$ cat src/rtl/buff_uart_host_if.sv
// buff_uart_host_if
//   Bundles the signals of buff_uart_host apart from clock and reset.
//   It carries the two local valid/ready streams and the register bus
//   toward the buffered UART peripheral.
//   Modports:
//     master - the host: drives in_ready, the out_* stream, the bus
//              request signals and timeout_error
//     slave  - the environment: the stream producer and consumer plus the
//              peripheral, which drives bus_rdata, bus_ack and bus_retry
interface buff_uart_host_if #(
  parameter int WIDTH         = 8,
  parameter int ADDRESS_WIDTH = 4
);
  logic [WIDTH-1:0]         in_data;
  logic                     in_valid;
  logic                     in_ready;
  logic [WIDTH-1:0]         out_data;
  logic                     out_valid;
  logic                     out_ready;
  logic [ADDRESS_WIDTH-1:0] bus_address;
  logic                     bus_read_enable;
  logic                     bus_write_enable;
  logic [WIDTH-1:0]         bus_wdata;
  logic [WIDTH-1:0]         bus_rdata;
  logic                     bus_ack;
  logic                     bus_retry;
  logic                     timeout_error;

  modport master (
    input  in_data, in_valid, out_ready, bus_rdata, bus_ack, bus_retry,
    output in_ready, out_data, out_valid, bus_address, bus_read_enable,
           bus_write_enable, bus_wdata, timeout_error
  );

  modport slave (
    output in_data, in_valid, out_ready, bus_rdata, bus_ack, bus_retry,
    input  in_ready, out_data, out_valid, bus_address, bus_read_enable,
           bus_write_enable, bus_wdata, timeout_error
  );
endinterface

$ cat src/rtl/buff_uart_host.sv
// buff_uart_host
//   System-side bus initiator for a buffered UART peripheral. It polls
//   RX_ADDRESS for received words and presents them on the out stream. It
//   writes words from the in stream to TX_ADDRESS. A retry response means
//   the RX buffer was empty or the TX buffer was full. A request with no ack
//   for TIMEOUT cycles is abandoned, and timeout_error pulses.
//   Ports:
//     clock  - system clock, rising edge
//     resetn - asynchronous active-low reset
//     port   - buff_uart_host_if.master: in/out streams and register bus
module buff_uart_host #(
  parameter int WIDTH         = 8,
  parameter int ADDRESS_WIDTH = 4,
  parameter int RX_ADDRESS    = 1,
  parameter int TX_ADDRESS    = 2,
  parameter int POLL_INTERVAL = 4,
  parameter int TIMEOUT       = 15
) (
  input logic              clock,
  input logic              resetn,
  buff_uart_host_if.master port
);
  localparam int WAIT_W = $clog2(TIMEOUT + 1);
  localparam int POLL_W = $clog2(POLL_INTERVAL + 1);

  typedef enum logic [1:0] {IDLE, READ_REQ, WRITE_REQ} state_t;
  typedef enum logic {GRANT_READ, GRANT_WRITE} grant_t;

  state_t             state, state_next;
  grant_t             last_grant, last_grant_next;
  logic [WAIT_W-1:0]  wait_count, wait_count_next;
  logic [POLL_W-1:0]  poll_count, poll_count_next;
  logic [WIDTH-1:0]   out_data_next, wdata_next;
  logic               out_valid_next, timeout_next;
  logic               read_eligible, write_eligible, grant_read, grant_write;
  logic               wait_expired;

  // A receive buffer that is still full blocks polling, so an unread word
  // is never overwritten.
  assign read_eligible  = (poll_count == '0) && !port.out_valid;
  assign write_eligible = port.in_valid;
  // When both are eligible, the candidate that lost last time wins.
  assign grant_read  = read_eligible && (!write_eligible || last_grant == GRANT_WRITE);
  assign grant_write = write_eligible && !grant_read;

  assign wait_expired = (wait_count == WAIT_W'(TIMEOUT - 1));

  // The word is consumed only by the ack cycle of a non-retried write.
  assign port.in_ready = (state == WRITE_REQ) && port.bus_ack && !port.bus_retry;

  always_comb begin
    // NOTE: every variable gets a default first, so no path through the case leaves one unassigned and no latch is inferred.
    state_next      = state;
    last_grant_next = last_grant;
    wait_count_next = wait_count;
    poll_count_next = poll_count;
    out_data_next   = port.out_data;
    out_valid_next  = port.out_valid && !port.out_ready;
    wdata_next      = port.bus_wdata;
    timeout_next    = 1'b0;

    unique case (state)
      IDLE: begin
        if (grant_read) begin
          state_next      = READ_REQ;
          last_grant_next = GRANT_READ;
          wait_count_next = '0;
        end else if (grant_write) begin
          state_next      = WRITE_REQ;
          last_grant_next = GRANT_WRITE;
          wait_count_next = '0;
          wdata_next      = port.in_data;
        end else if (poll_count != '0) begin
          poll_count_next = poll_count - 1'b1;
        end
      end
      READ_REQ: begin
        if (port.bus_ack) begin
          state_next = IDLE;
          if (port.bus_retry) begin
            poll_count_next = POLL_W'(POLL_INTERVAL);
          end else begin
            out_data_next   = port.bus_rdata;
            out_valid_next  = 1'b1;
            poll_count_next = '0;
          end
        end else if (wait_expired) begin
          state_next      = IDLE;
          timeout_next    = 1'b1;
          poll_count_next = POLL_W'(POLL_INTERVAL);
        end else begin
          wait_count_next = wait_count + 1'b1;
        end
      end
      WRITE_REQ: begin
        // A retried or timed-out word stays on in_data and is offered again.
        if (port.bus_ack || wait_expired) begin
          state_next   = IDLE;
          timeout_next = !port.bus_ack;
          wdata_next   = '0;
        end else begin
          wait_count_next = wait_count + 1'b1;
        end
      end
      default: state_next = IDLE;
    endcase
  end

  // Bus outputs are registered copies of the next state, so a request
  // appears the cycle after the grant and drops the cycle after ack/timeout.
  always_ff @(posedge clock or negedge resetn) begin
    if (!resetn) begin
      state                 <= IDLE;
      last_grant            <= GRANT_READ;
      wait_count            <= '0;
      poll_count            <= '0;
      port.out_data         <= '0;
      port.out_valid        <= 1'b0;
      port.bus_address      <= '0;
      port.bus_read_enable  <= 1'b0;
      port.bus_write_enable <= 1'b0;
      port.bus_wdata        <= '0;
      port.timeout_error    <= 1'b0;
    end else begin
      // NOTE: non-blocking assignments make every register update from the same pre-edge values.
      state                 <= state_next;
      last_grant            <= last_grant_next;
      wait_count            <= wait_count_next;
      poll_count            <= poll_count_next;
      port.out_data         <= out_data_next;
      port.out_valid        <= out_valid_next;
      port.bus_read_enable  <= (state_next == READ_REQ);
      port.bus_write_enable <= (state_next == WRITE_REQ);
      port.bus_address      <= (state_next == READ_REQ)  ? ADDRESS_WIDTH'(RX_ADDRESS) :
                               (state_next == WRITE_REQ) ? ADDRESS_WIDTH'(TX_ADDRESS) : '0;
      port.bus_wdata        <= wdata_next;
      port.timeout_error    <= timeout_next;
    end
  end
endmodule

$ cat src/flat_wrapper.sv
// flat-port wrapper written by rule: the top's interface ports become plain ports
module buff_uart_host_flat 
#(
  parameter int WIDTH         = 8,
  parameter int ADDRESS_WIDTH = 4,
  parameter int RX_ADDRESS    = 1,
  parameter int TX_ADDRESS    = 2,
  parameter int POLL_INTERVAL = 4,
  parameter int TIMEOUT       = 15
)
  (clock, resetn, port_in_data, port_in_valid, port_out_ready, port_bus_rdata, port_bus_ack, port_bus_retry, port_in_ready, port_out_data, port_out_valid, port_bus_address, port_bus_read_enable, port_bus_write_enable, port_bus_wdata, port_timeout_error);
  buff_uart_host_if #(.WIDTH(WIDTH), .ADDRESS_WIDTH(ADDRESS_WIDTH)) port_i ();
  input logic clock;
  input logic resetn;
  input wire logic [$bits(port_i.in_data)-1:0] port_in_data;
  input wire logic [$bits(port_i.in_valid)-1:0] port_in_valid;
  input wire logic [$bits(port_i.out_ready)-1:0] port_out_ready;
  input wire logic [$bits(port_i.bus_rdata)-1:0] port_bus_rdata;
  input wire logic [$bits(port_i.bus_ack)-1:0] port_bus_ack;
  input wire logic [$bits(port_i.bus_retry)-1:0] port_bus_retry;
  output wire logic [$bits(port_i.in_ready)-1:0] port_in_ready;
  output wire logic [$bits(port_i.out_data)-1:0] port_out_data;
  output wire logic [$bits(port_i.out_valid)-1:0] port_out_valid;
  output wire logic [$bits(port_i.bus_address)-1:0] port_bus_address;
  output wire logic [$bits(port_i.bus_read_enable)-1:0] port_bus_read_enable;
  output wire logic [$bits(port_i.bus_write_enable)-1:0] port_bus_write_enable;
  output wire logic [$bits(port_i.bus_wdata)-1:0] port_bus_wdata;
  output wire logic [$bits(port_i.timeout_error)-1:0] port_timeout_error;
  assign port_i.in_data = port_in_data;
  assign port_i.in_valid = port_in_valid;
  assign port_i.out_ready = port_out_ready;
  assign port_i.bus_rdata = port_bus_rdata;
  assign port_i.bus_ack = port_bus_ack;
  assign port_i.bus_retry = port_bus_retry;
  assign port_in_ready = port_i.in_ready;
  assign port_out_data = port_i.out_data;
  assign port_out_valid = port_i.out_valid;
  assign port_bus_address = port_i.bus_address;
  assign port_bus_read_enable = port_i.bus_read_enable;
  assign port_bus_write_enable = port_i.bus_write_enable;
  assign port_bus_wdata = port_i.bus_wdata;
  assign port_timeout_error = port_i.timeout_error;
  buff_uart_host #(.WIDTH(WIDTH), .ADDRESS_WIDTH(ADDRESS_WIDTH), .RX_ADDRESS(RX_ADDRESS), .TX_ADDRESS(TX_ADDRESS), .POLL_INTERVAL(POLL_INTERVAL), .TIMEOUT(TIMEOUT)) u_core (.clock(clock), .resetn(resetn), .port(port_i));
endmodule
$ cat config.mk
export PLATFORM = sky130hd
export DESIGN_NAME = buff_uart_host_flat
export DESIGN_NICKNAME = d
export VERILOG_FILES = /design/src/rtl/buff_uart_host_if.sv /design/src/rtl/buff_uart_host.sv /design/src/flat_wrapper.sv
export SDC_FILE = /design/constraint.sdc
export NUM_CORES = 1
export LEC_CHECK = 0
export CORE_MARGIN = 2
export CORE_UTILIZATION = 42
export DETAILED_ROUTE_END_ITERATION = 16
export GPL_TIMING_DRIVEN = 0
export PLACE_DENSITY = 0.84
export SYNTH_ARGS = -nofsm -noshare
export SYNTH_HDL_FRONTEND = slang
export SYNTH_SLANG_ARGS = --single-unit
$ cat constraint.sdc
create_clock -name clock -period 1.8 [get_ports clock]
set_clock_uncertainty 0.1 [all_clocks]
set_input_delay 0.18 -clock clock [delete_from_list [all_inputs] [get_ports clock]]
set_output_delay 0.18 -clock clock [all_outputs]
set_load 0.01 [all_outputs]
==> results.rst <==
.. list-table::
   :header-rows: 1

   * - Metric
     - Value
   * - Synthesized area per cell
     - 11.0 sq um
   * - Boundary Pins
     - 47
   * - Post-DP Area
     - 0.00212 sq mm
   * - Non-filler instance count after layout
     - 256
   * - Routability congestion estimate
     - 0.792
   * - Number of port buffers
     - 44
   * - Final core utilization
     - 0.636
   * - Signed area change from the synthesized netlist to the final layout
     - 45.4%
   * - Post-synthesis sequential element count
     - 30
   * - Routed via count divided by cell count
     - 5.23
   * - Source of the critical timing path
     - u_core.state[0]$_DFF_PN0_
   * - Floorplan die height
     - 66.0 microns
   * - Prevailing post-synth register cell
     - sky130_fd_sc_hd__dfrtp_1
   * - Final setup violation count
     - 1
   * - Avg WL per Cell
     - 14.5 microns
   * - Critical path, cell by cell
     - buf_4, ha_1, buf_4, o21ba_4, a31oi_1, a2111oi_4, and2_1
   * - Layout Cell Area excl Fill
     - 0.00234 sq mm
   * - Clk sink count
     - 30
   * - Buffer cell driving the clock tree root
     - sky130_fd_sc_hd__clkbuf_8
   * - Length of routed met3 wiring
     - 208 microns
   * - Launching element type of the critical path
     - flip-flop
   * - Maximum ir drop on the vdd rail
     - 0.000661 V
   * - Arrival time of the worst setup path
     - 1.88 ns
   * - Most common cell after layout, fill and taps aside
     - sky130_fd_sc_hd__clkdlybuf4s50_1
   * - DIE WIDTH
     - 66.0 microns
   * - Number of max-cap violations
     - 0
   * - Top Family by Delay on Critical Path
     - compound AO/OA/AOI/OAI gates
   * - Netlist cell types
     - 36
   * - Count of buffer and inverter cells on the critical path
     - 2
   * - Crit path required time
     - 1.87 ns
   * - Status
     - finished with violations
   * - Final global-route overflow total
     - 0
   * - Leakage component of the power
     - 1.00 nW
   * - Worst Max-Slew Pin Slew
     - 0.672 ns
   * - M1 WL
     - 1510 microns
   * - Failing checks
     - negative setup slack
   * - Uppermost layer routed
     - met4
   * - First-pass iteration count of the detailed router
     - 5
   * - Vias
     - 1,338
   * - Final worst-path cycle share
     - 1.01
   * - Cell count after placement
     - 240
   * - Highest clock frequency the design can meet
     - 0.552 GHz
   * - Cell types occupying the most area after synthesis
     - sky130_fd_sc_hd__dfrtp_1, sky130_fd_sc_hd__ha_1, sky130_fd_sc_hd__mux2_2
   * - Starting DRT DRC Count
     - 60
   * - Max Slew Vio Count
     - 0
   * - Cell with the largest stage delay on the worst path
     - sky130_fd_sc_hd__dfrtp_1
   * - Highest-count cells in the layout ignoring fill and taps
     - sky130_fd_sc_hd__clkdlybuf4s50_1, sky130_fd_sc_hd__dfrtp_1, sky130_fd_sc_hd__buf_4
   * - Synth warnings
     - 0
   * - Cells after synthesis
     - 147
   * - Class of the worst hold path
     - in2async
   * - Fraction of layout cells with a size suffix above 1
     - 0.231
   * - Pin count of the biggest net entering global routing
     - 31
   * - Starting Density
     - 0.437
   * - Initial antenna violation count
     - 0
   * - Number of nets in the layout
     - 238
   * - Crit path kind
     - reg2reg
   * - Post-CTS clock slew at the launch and capture registers of the worst setup and hold paths
     - 0.06 ns
   * - Clock network latency to the later pin of the worst-skew pair
     - 0.29 ns
   * - Final critical-path setup slack
     - -0.0127 ns
   * - DRT Wirelength
     - 3710 microns
   * - Core Box Area
     - 0.00369 sq mm
   * - Global-route wire length before repair
     - 6000 microns
   * - Fraction of the yosys area taken by sequential cells
     - 0.465
   * - Remaining routing DRC violations
     - 0
   * - Final Hold Violating Endpoints
     - 0
   * - Total track usage
     - 0.183
   * - Highest cell delay on the worst timing path
     - 0.38 ns
   * - Worst r2r src
     - u_core.state[0]$_DFF_PN0_
   * - Routed Antenna Nets
     - 0
   * - RSZ-0062 raised after global routing
     - true
   * - Buffers from clock root to sink, at most
     - 2
   * - Relative max-transition margin
     - 0.552
   * - Area leader, netlist
     - sky130_fd_sc_hd__dfrtp_1
   * - Overall power after layout
     - 0.00323 W
   * - Total power divided by cell area
     - 1380 mW/mm^2
   * - Highest fanout seen on the critical path
     - 8
   * - Endpoint class of the critical path
     - flip-flop
   * - Diodes inserted
     - 0
   * - Die Footprint
     - 0.00435 sq mm
   * - Number of flops mapped to enable cells by yosys
     - 0
   * - Top cell by count, worst path
     - sky130_fd_sc_hd__buf_4
   * - Vias in the first global route
     - 1,331
   * - Met2 layer wire length in the routed design
     - 1930 microns
   * - Setup slack of the worst register-to-register path
     - -0.01 ns
   * - Min Tclk post-route
     - 1.81 ns
   * - Number of levels the H-tree was split into
     - 2
   * - Fraction of synthesis flops using an asynchronous set or reset pin
     - 1.00
   * - Number of placement rows
     - 22
   * - Cell Area, Synth
     - 0.00161 sq mm
   * - Inserted Clock Buffers
     - 5
   * - CTS tree
     - yes
   * - Proportion of netlist area held by the largest area contributor
     - 0.465
   * - Placed wire-length estimate after detailed placement
     - 2480 microns
-- per-layer routing --
layer  GRT usage  vias up
met2       0.328       43
met5           0        -
met1       0.203      649
li1            -      639
met3      0.0579        7
met4      0.0612        0
-- per-stage QoR --
stage,setup WS [ns],hold WS [ns],setup TNS (ns)
6_report,-0.0127,0.359,-0.0127
5_1_grt,-0.0821,0.378,-0.187
4_1_cts,0.00345,0.355,0
3_5_place_dp,-0.347,0.389,-7.15
3_3_place_gp,-0.313,0.386,-5.48
2_1_floorplan,0.0572,-0.216,0
-- power by group --
part / switching, W / internal (W) / leakage [nW] / total [W]
Clock: 0.000237 / 0.000265 / 0.0383 / 0.000502
Combinational: 0.000721 / 0.000908 / 0.581 / 0.00163
Sequential: 0.000177 / 0.000923 / 0.383 / 0.00110
Total: 0.00114 / 0.00210 / 1.00 / 0.00323
-- cell families (layout without fill, tap and decap cells) --
group,after synthesis,count (layout),share of synthesized area
compound gates,36,36,0.182
simple gates,42,42,0.160
buf+inv,19,79,0.0543
flops,30,30,0.465
xor+xnor,1,1,0.00543
mux,10,10,0.0683
other cells,1,2,0.00233
fa+ha+maj,8,8,0.0621
-- worst reg2reg max path, stage by stage (launching register included) --
cell and delay [ns]:
sky130_fd_sc_hd__dfrtp_1 0.38, sky130_fd_sc_hd__buf_4 0.14, sky130_fd_sc_hd__ha_1 0.18, sky130_fd_sc_hd__buf_4 0.16, sky130_fd_sc_hd__o21ba_4 0.21, sky130_fd_sc_hd__a31oi_1 0.28, sky130_fd_sc_hd__a2111oi_4 0.07, sky130_fd_sc_hd__and2_1 0.18
-- registers in the layout, summed over array words and instances (netlist names) --
signal	count
u_core.last_grant	1
u_core.poll_count	3
u_core.port.bus_address	2
u_core.port.bus_wdata	8
u_core.port.out_data	8
u_core.port.out_valid	1
u_core.port.timeout_error	1
u_core.state	2
u_core.wait_count	4
-- path summary, 6_finish.rpt --
kind                                                         to  depth (start not counted)
max in group asynchronous      u_core.wait_count[1]$_DFFE_PN0P_                          2
min reg2reg                 u_core.port.out_data[5]$_DFFE_PN0P_                          1
min                        u_core.port.bus_wdata[3]$_DFFE_PN0P_                          2
max reg2reg                u_core.port.bus_address[0]$_DFF_PN0_                          7
min in group clock              u_core.port.out_valid$_DFF_PN0_                          2
max                        u_core.port.bus_address[0]$_DFF_PN0_                          7
-- synthesized netlist by cell type, types with 2 or more instances --
master	instances
sky130_fd_sc_hd__nor2b_1	8
sky130_fd_sc_hd__a21oi_1	2
sky130_fd_sc_hd__a31oi_1	12
sky130_fd_sc_hd__nand2_1	6
sky130_fd_sc_hd__nand2b_1	3
sky130_fd_sc_hd__ha_1	8
sky130_fd_sc_hd__inv_1	10
sky130_fd_sc_hd__o2bb2ai_1	8
sky130_fd_sc_hd__o21ai_0	4
sky130_fd_sc_hd__nor2_1	5
sky130_fd_sc_hd__nand3_1	7
sky130_fd_sc_hd__mux2i_1	2
sky130_fd_sc_hd__nand4b_1	2
sky130_fd_sc_hd__mux2_2	8
sky130_fd_sc_hd__a22o_1	2
sky130_fd_sc_hd__nor3b_1	2
sky130_fd_sc_hd__buf_4	4
sky130_fd_sc_hd__dfrtp_1	30
sky130_fd_sc_hd__clkbuf_1	4
sky130_fd_sc_hd__a211oi_1	2
sky130_fd_sc_hd__nand3b_1	3
-- final cells by class --
class / instances / area (sq um)
repair buffers: 53 / 504
inverters: 10 / 37.5
plain buffers: 9 / 70.1
flip-flops and latches: 30 / 751
well taps: 48 / 60.1
clock buffers: 7 / 76.3
fillers: 299 / 1340
multi-input cells: 99 / 846
-- what timing repair did --
action	4_1_cts	5_1_grt
setup buffers	6	2
endpoints found under the hold margin	0	30
gates resized for setup	20	11
endpoints found under the setup margin	25	17
hold buffers	0	1
pin swaps	3	3
Note: power is estimated with default switching activity, not from simulation.
